### config.mk
export PLATFORM = sky130hd
export DESIGN_NAME = camera_capture
export DESIGN_NICKNAME = d
export VERILOG_FILES = /design/src/rtl/camera_capture.sv
export SDC_FILE = /design/constraint.sdc
export NUM_CORES = 1
export LEC_CHECK = 0
export ABC_AREA = 1
export CORE_UTILIZATION = 40
export CTS_CLUSTER_DIAMETER = 60
export DETAILED_ROUTE_END_ITERATION = 16
export SYNTH_ARGS = -nofsm -noshare
export SYNTH_HDL_FRONTEND = slang
export SYNTH_SLANG_ARGS = --single-unit
### constraint.sdc
create_clock -name CLOCK -period 5.5 [get_ports CLOCK]
set_clock_uncertainty 0.15 [all_clocks]
set_input_delay 1.1 -clock CLOCK [delete_from_list [all_inputs] [get_ports CLOCK]]
set_output_delay 1.1 -clock CLOCK [all_outputs]
set_load 0.005 [all_outputs]
### src/rtl/camera_capture.sv
// camera_capture: RGB565 camera byte stream to RGB332 frame-buffer writes.
// Ports: CLOCK/RESET (sync, active-high); CAM_PCLK/CAM_HREF/CAM_VSYNC/CAM_DATA async camera bus;
// WR_ADDR/WR_DATA/WR_EN frame-buffer write port; FRAME_DONE end-of-frame pulse;
// RED_COUNT/BLUE_COUNT per-frame colour counts, live only when CAPTURE_STATS_EN is defined.
module camera_capture #(
  parameter int IMG_W = 176,
  parameter int IMG_H = 144
) (
  input  logic        CLOCK,
  input  logic        RESET,
  input  logic        CAM_PCLK,
  input  logic        CAM_HREF,
  input  logic        CAM_VSYNC,
  input  logic [7:0]  CAM_DATA,
  output logic [14:0] WR_ADDR,
  output logic [7:0]  WR_DATA,
  output logic        WR_EN,
  output logic        FRAME_DONE,
  output logic [14:0] RED_COUNT,
  output logic [14:0] BLUE_COUNT
);
  typedef enum logic [1:0] {SYNC, WAIT_START, CAPTURE} state_t;
  state_t      r_state;
  // bit 0 = stage 1, bit 1 = stage 2 (decision), bit 2 = previous stage 2 (edge reference)
  logic [2:0]  r_pclk, r_href, r_vsync;
  logic [7:0]  r_data_s1, r_data_s2;
  logic [5:0]  r_byte0;
  logic        r_phase, r_wr_en, r_frame_done;
  logic [14:0] r_x, r_y, r_wr_addr;
  logic [7:0]  r_wr_data;
  logic        w_pclk_rise, w_href_fall, w_vs_rise, w_vs_fall, w_fits, w_wr;
  logic [14:0] w_addr;
  logic [7:0]  w_pixel;
  assign w_pclk_rise = r_pclk[1] & ~r_pclk[2];
  assign w_href_fall = ~r_href[1] & r_href[2];
  assign w_vs_rise   = r_vsync[1] & ~r_vsync[2];
  assign w_vs_fall   = ~r_vsync[1] & r_vsync[2];
  assign w_fits      = (r_x < 15'(IMG_W)) && (r_y < 15'(IMG_H));
  assign w_wr        = w_pclk_rise && r_href[1] && r_phase && w_fits;
  assign w_addr      = r_y * 15'(IMG_W) + r_x;
  assign w_pixel     = {r_byte0, r_data_s2[4:3]};
  always_ff @(posedge CLOCK) begin
    if (RESET) begin
      r_state      <= SYNC;
      r_pclk       <= '0;
      r_href       <= '0;
      r_vsync      <= '0;
      r_data_s1    <= '0;
      r_data_s2    <= '0;
      r_byte0      <= '0;
      r_phase      <= 1'b0;
      r_x          <= '0;
      r_y          <= '0;
      r_wr_en      <= 1'b0;
      r_wr_addr    <= '0;
      r_wr_data    <= '0;
      r_frame_done <= 1'b0;
    end else begin
      r_pclk       <= {r_pclk[1:0], CAM_PCLK};
      r_href       <= {r_href[1:0], CAM_HREF};
      r_vsync      <= {r_vsync[1:0], CAM_VSYNC};
      r_data_s1    <= CAM_DATA;
      r_data_s2    <= r_data_s1;
      r_wr_en      <= 1'b0;
      r_frame_done <= 1'b0;
      case (r_state)
        SYNC: if (r_vsync[1]) r_state <= WAIT_START;
        WAIT_START: begin
          if (w_vs_fall) begin
            r_state <= CAPTURE;
            r_x     <= '0;
            r_y     <= '0;
            r_phase <= 1'b0;
          end
        end
        CAPTURE: begin
          if (w_vs_rise) begin
            r_state      <= WAIT_START;
            r_frame_done <= 1'b1;
          end else if (w_href_fall) begin
            r_phase <= 1'b0;
            if (r_x != '0) begin
              r_x <= '0;
              r_y <= (r_y < 15'(IMG_H)) ? r_y + 15'd1 : r_y;
            end
          end else if (w_pclk_rise && r_href[1]) begin
            r_phase <= ~r_phase;
            if (!r_phase) r_byte0 <= {r_data_s2[7:5], r_data_s2[2:0]};
            else r_x <= (r_x < 15'(IMG_W)) ? r_x + 15'd1 : r_x;
            if (w_wr) begin
              r_wr_en   <= 1'b1;
              r_wr_addr <= w_addr;
              r_wr_data <= w_pixel;
            end
          end
        end
        default: r_state <= SYNC;
      endcase
    end
  end
  assign WR_EN      = r_wr_en;
  assign WR_ADDR    = r_wr_addr;
  assign WR_DATA    = r_wr_data;
  assign FRAME_DONE = r_frame_done;
`ifdef CAPTURE_STATS_EN
  logic [14:0] r_red_acc, r_blue_acc, r_red_count, r_blue_count;
  logic        w_stat_wr, w_red, w_blue;
  assign w_stat_wr = (r_state == CAPTURE) && !w_vs_rise && w_wr;
  assign w_red     = (r_byte0[5:3] > 3'd4) && (r_data_s2[4:3] < 2'd2);
  assign w_blue    = (r_data_s2[4:3] == 2'd3) && (r_byte0[5:3] < 3'd3);
  always_ff @(posedge CLOCK) begin
    if (RESET) begin
      r_red_acc    <= '0;
      r_blue_acc   <= '0;
      r_red_count  <= '0;
      r_blue_count <= '0;
    end else begin
      if (r_state == WAIT_START && w_vs_fall) begin
        r_red_acc  <= '0;
        r_blue_acc <= '0;
      end else if (w_stat_wr) begin
        r_red_acc  <= r_red_acc + 15'(w_red);
        r_blue_acc <= r_blue_acc + 15'(w_blue);
      end
      if (r_state == CAPTURE && w_vs_rise) begin
        r_red_count  <= r_red_acc;
        r_blue_count <= r_blue_acc;
      end
    end
  end
  assign RED_COUNT  = r_red_count;
  assign BLUE_COUNT = r_blue_count;
`else
  assign RED_COUNT  = '0;
  assign BLUE_COUNT = '0;
`endif
endmodule

=== Word level (Yosys, flattened, before mapping) ===
Cells that the tools add are included.

* Register bits after elaboration: 89
* Input bits: 13
* Output and inout port bits: 55
* Word-level logic and storage cells: 85

* Add/sub/neg operators: 3
* Multiply operators: 1
* $lt $le $gt $ge: 2
* Eq/ne operators: 13
* Muxes and demuxes: 24
* Bitwise gates (word level): 13
* Reduce and logical (&&, ||, !) cells: 15

{| class="wikitable"
|+ Operator list
! kind !! count
|-
| two-way mux 15 bit || 11
|-
| one-hot mux 15 bit (2 select lines) || 2
|-
| adder 15 x 1 -> 15 bit, second input constant || 2
|-
| < comparator 15 x 8 -> 1 bit, second input constant || 2
|-
| adder 15 bit || 1
|-
| multiplier 15 x 4 -> 11 bit, second input constant || 1
|-
| nonzero test 15 bit || 1
|-
| inequality test 2 bit, second input constant || 7
|-
| inequality test 3 bit, second input constant || 4
|-
| AND reduction 5 bit || 2
|-
| inverter 1 bit || 9
|-
| AND reduction 7 bit || 1
|-
| two-way mux 1 bit || 6
|-
| two-way mux 2 bit || 3
|-
| one-hot mux 2 bit (3 select lines) || 1
|-
| AND reduction 6 bit || 1
|-
| OR reduction 5 bit || 1
|-
| bitwise AND 1 bit || 4
|-
| logical AND 1 bit || 4
|-
| AND reduction 4 bit || 1
|-
| AND reduction 3 bit || 1
|-
| == test 2 x 1 -> 1 bit, second input constant || 1
|-
| == test 2 bit, second input constant || 1
|-
| logical NOT 2 bit || 1
|-
| other kinds (3) || 3
|}

=== Longest topological paths before layout ===
* Depth after elaboration: 7
* Depth in mapped cells: 20
* Gate-level depth less buffers: 20

=== Worst setup path after synthesis ===
Ideal clock, no wire load.

* Kind: register -> register
* Start point: register r_y[3]
* End point: register r_wr_addr[14], in the netlist WR_ADDR[14]
* Setup time: 0.109 ns
* Data arrival time: 3.151 ns
* Data required time: 5.241 ns
* Setup slack: 2.090 ns
* Stages on the path, launching flop included: 21
* Path buffers: 0
* Period minus slack after synthesis: 3.410 ns
* Cells stage by stage: dfxtp_1 > ha_1 > fa_1 > ha_1 > a21oi_1 > nand2_1 > a21oi_1 > nor2_1 > nor2_1 > xor2_1 > inv_1 > ha_1 > nand2_1 > nor2_1 > nand3_1 > nand3_1 > inv_1 > nand3_1 > nand3_1 > nand2_1 > inv_1

* Cells in the longest elaborated chain, start to end: 4
* Elaborated cells between the ends (all ways): 6
* Those cells by class: 1 x add/sub; 1 x mul; 1 x order compare; 3 x reduce/logical

{| class="wikitable"
|+ Ends and longest elaborated chain
! element !! RTL line !! source
|-
| from (decl) || 29 || <nowiki>logic [14:0] r_x, r_y, r_wr_addr;</nowiki>
|-
| from (signal assigned) || 84 || <nowiki>r_y <= (r_y < 15'(IMG_H)) ? r_y + 15'd1 : r_y;</nowiki>
|-
| parallel branches: the longest is 4 deep, another holds multiplier 15 x 4 -> 11 bit || n/a ||
|-
| to (signal assigned) || 92 || <nowiki>r_wr_addr <= w_addr;</nowiki>
|-
| to (decl) || 29 ||
|}

Parallel ways; which one is timed is not known.
A chain may end at the register's enable or synchronous reset.

=== Worst setup path in the final report ===
Ends and elaborated chain as after synthesis.

==> qor.yml <==
timing:
  setup_violations: 0
  timing.final.crit_share_pct: 68.0
  worst_slack_ns: 1.76
  worst_pin_slew_ns: 0.778
  hold_viol: 0
  finalCriticalPeriod_ns: 3.74
  fmax_mhz: 267
  fin_setup_tns_ns: 0
  rsz0062_at_grt: "no"
  relSlewSlack_pct: 48.1
  final_max_slew_viol_count: 0
setup_path:
  worstSetupEndpoint: "WR_ADDR[14]"
  start_kind: "register"
  cp-end-kind: "register"
  critical_path_depth: 20
  critical_path.top_delay_family: "adder cells"
  cpMostUsedCell: "nand3_1"
  reg2reg_depth: 20
  crit_type: "reg -> reg"
  crit_buf_inv: 3
  cp_max_fo: 8
  cp_cell_sequence: "ha_1, fa_1, ha_1, a21oi_1, nand2_1, a21oi_1, nor2_1, nor2_1, xor2_1, inv_1, ha_1, nand2_1, nor2_1, nand3_1, nand3_1, inv_1, nand3_1, nand3_1, nand2_1, inv_1"
  cp_slowest_cell: "dfxtp_1"
  cp.required_ns: 5.59
  slowest_delay_ns: 0.48
  r2r-start: "r_y[3]"
  arrival_ns: 3.83
  reg2reg_to: "WR_ADDR[14]"
  crit_start: "r_y[3]"
  rrSetupSlack_ns: 1.76
floorplanning:
  rows: 39
  ios: 68
  die_area_sq_um: 12600
  coreArea_sq_um: 11700
  start_util_pct: 41.8
  die_y_microns: 112
  die_w_microns: 112
grt:
  antenna_found_initial: 0
  grt_use_total_pct: 16.1
  grt_max_degree: 61
  grt_pass1_vias: 3532
  grt_pass1_wl_mm: 16.4
  grt_overflow: 0
drt:
  final_antenna_net_count: 0
  drt_iter0_drc: 174
  drc: 0
  first_pass_iters: 4
  drt-total-wl_mm: 9.33
  viasPerCell: 4.64
  detail_route.wl_per_cell_microns: 11.0
  vias: 3928
clock_network:
  cts.repair.resized: 0
  post_cts_buffers: 0
  clk_pin_slew_ns: 0.07
  cts_tree: "yes"
  holdBufCountCts: 0
  clock_path_buffers: 2
  clk_latency_ns: 0.34
  cts.sinks: 89
  cts_buffers: 9
  clockRootBuffer: "clkbuf_16"
  htree_levels: 3
synth:
  synth_compound_area_share_pct: 9.34
  synth_fa_ha_area_share_pct: 11.0
  synth_top_family_by_area: "simple AND/OR/NAND/NOR gates"
  synth-simple-area-share_pct: 25.4
  syn_inst: 668
  avgSynthCellArea_sq_um: 7.30
  yosys-mux-area-fraction_pct: 0
  syn_area_sq_um: 4880
  synthDistinctLibCells: 36
  yosysSeqAreaShare_pct: 36.5
  synth_warnings: 0
  synth_xor_xnor_area_share_pct: 3.23
  ys_seq_elements: 89
job:
  maxCapViolations: 0
final_layout:
  antenna_cells: 0
  syn_to_final_growth_pct: 13.1
  drive_gt1_share_pct: 6.39
  nNetsFinal: 750
  final_cell_mix: "nor2_1, nand2_1, inv_1"
  layout.cells.most_common: "nor2_1"
placed_design:
  place_congestion: 0.856
  hpwl_mm: 6.91
  port_buffers: 37
  place_ws_ns: 1.82
outcome:
  status: "finished clean"
power:
  power_density_nw_per_um2: 239
  ir_worst_vdd_mv: 0.122
  power_leakage_nw: 2.60
hold_path:
  hold_class: "reg -> reg"
-- registers in the layout, indices dropped and copies added (netlist names), 3 cells and up --
name	flops
WR_DATA	8
WR_ADDR	15
r_pclk	3
r_vsync	3
r_data_s2	8
r_data_s1	8
r_href	3
r_byte0	6
r_y	15
r_x	15
-- cells in the mapped netlist, drive strengths merged --
library cell / n / area [sq um]
a211oi: 1 / 7.51
a21o: 1 / 7.51
a21oi: 41 / 235
a31oi: 1 / 6.26
buf: 35 / 278
clkbuf: 12 / 45.0
clkinv: 1 / 5.00
conb: 1 / 3.75
dfxtp: 89 / 1780
fa: 8 / 160
ha: 30 / 375
inv: 99 / 374
nand2: 115 / 449
nand3: 40 / 205
nand3b: 1 / 7.51
nand4: 7 / 43.8
nor2: 121 / 480
nor3: 7 / 35.0
nor4: 3 / 18.8
o211ai: 2 / 15.0
o21ai: 33 / 169
o21bai: 2 / 15.0
xnor2: 7 / 61.3
xor2: 11 / 96.3
-- worst min path at each step --
stage	slack (ns)	endpoint	cells past startpoint	startpoint
floorplan	0.24	r_data_s2[0]	2	r_data_s1[0]
global placement	0.24	r_data_s2[0]	2	r_data_s1[0]
detailed placement	0.24	r_data_s2[1]	2	r_data_s1[1]
CTS	0.24	r_data_s2[1]	2	r_data_s1[1]
global route	0.26	r_data_s2[2]	2	r_data_s1[2]
finish	0.24	r_data_s2[1]	2	r_data_s1[1]
-- metal layers --
| layer | track usage, % | up-vias | wire, microns |
|---|---|---|---|
| li1 | - | 2094 | - |
| met1 | 21.7 | 1722 | 4670 |
| met4 | 5.78 | 0 | 147 |
| met2 | 25.3 | 101 | 4100 |
| met3 | 3.67 | 11 | 407 |
| met5 | 0 | - | 0 |
-- report_power, final --
| part | internal [mW] | switching (mW) | leakage [nW] |
|---|---|---|---|
| combinational | 0.0143 | 0.0262 | 1.73 |
| sequential | 0.653 | 0.00300 | 0.722 |
| clock | 0.360 | 0.262 | 0.150 |
| total | 1.03 | 0.291 | 2.60 |
-- final cells by class --
cell class	instances	area (sq um)
Multi-Input combinational cell	461	2500
Tap cell	143	179
Clock buffer	10	229
Timing Repair Buffer	38	373
Inverter	100	379
Clock inverter	6	72.6
Sequential cell	89	1780
Fill cell	1189	6150
-- per-stage QoR --
stage	util [%]	std cells	instance area, sq um	hold slack (ns)	power (mW)
final	47.3	847	5520	0.242	1.32
after global routing	47.3	847	5520	0.263	1.37
after CTS	47.3	847	5520	0.245	1.34
after detailed placement	44.7	831	5210	0.242	0.712
after global placement	44.7	831	5210	0.242	0.711
after floorplan	-	697	4980	0.238	0.713
-- worst min-delay path: cells and delay by family, from the launching register on --
| family | cells | cell delay [ns] |
|---|---|---|
| flip-flops | 1 | 0.29 |
| AND/OR/NAND/NOR | 1 | 0.03 |
| buffers and inverters | 1 | 0.04 |
-- logic make-up (layout without fill, tap and decap cells) --
| group | count (synthesis) | in the layout |
|---|---|---|
| xor+xnor | 18 | 18 |
| buf+inv | 147 | 154 |
| flops | 89 | 89 |
| other cells | 1 | 30 |
| simple gates | 294 | 294 |
| compound gates | 81 | 81 |
| fa+ha+maj | 38 | 38 |
(Power assumes the default switching activity.)
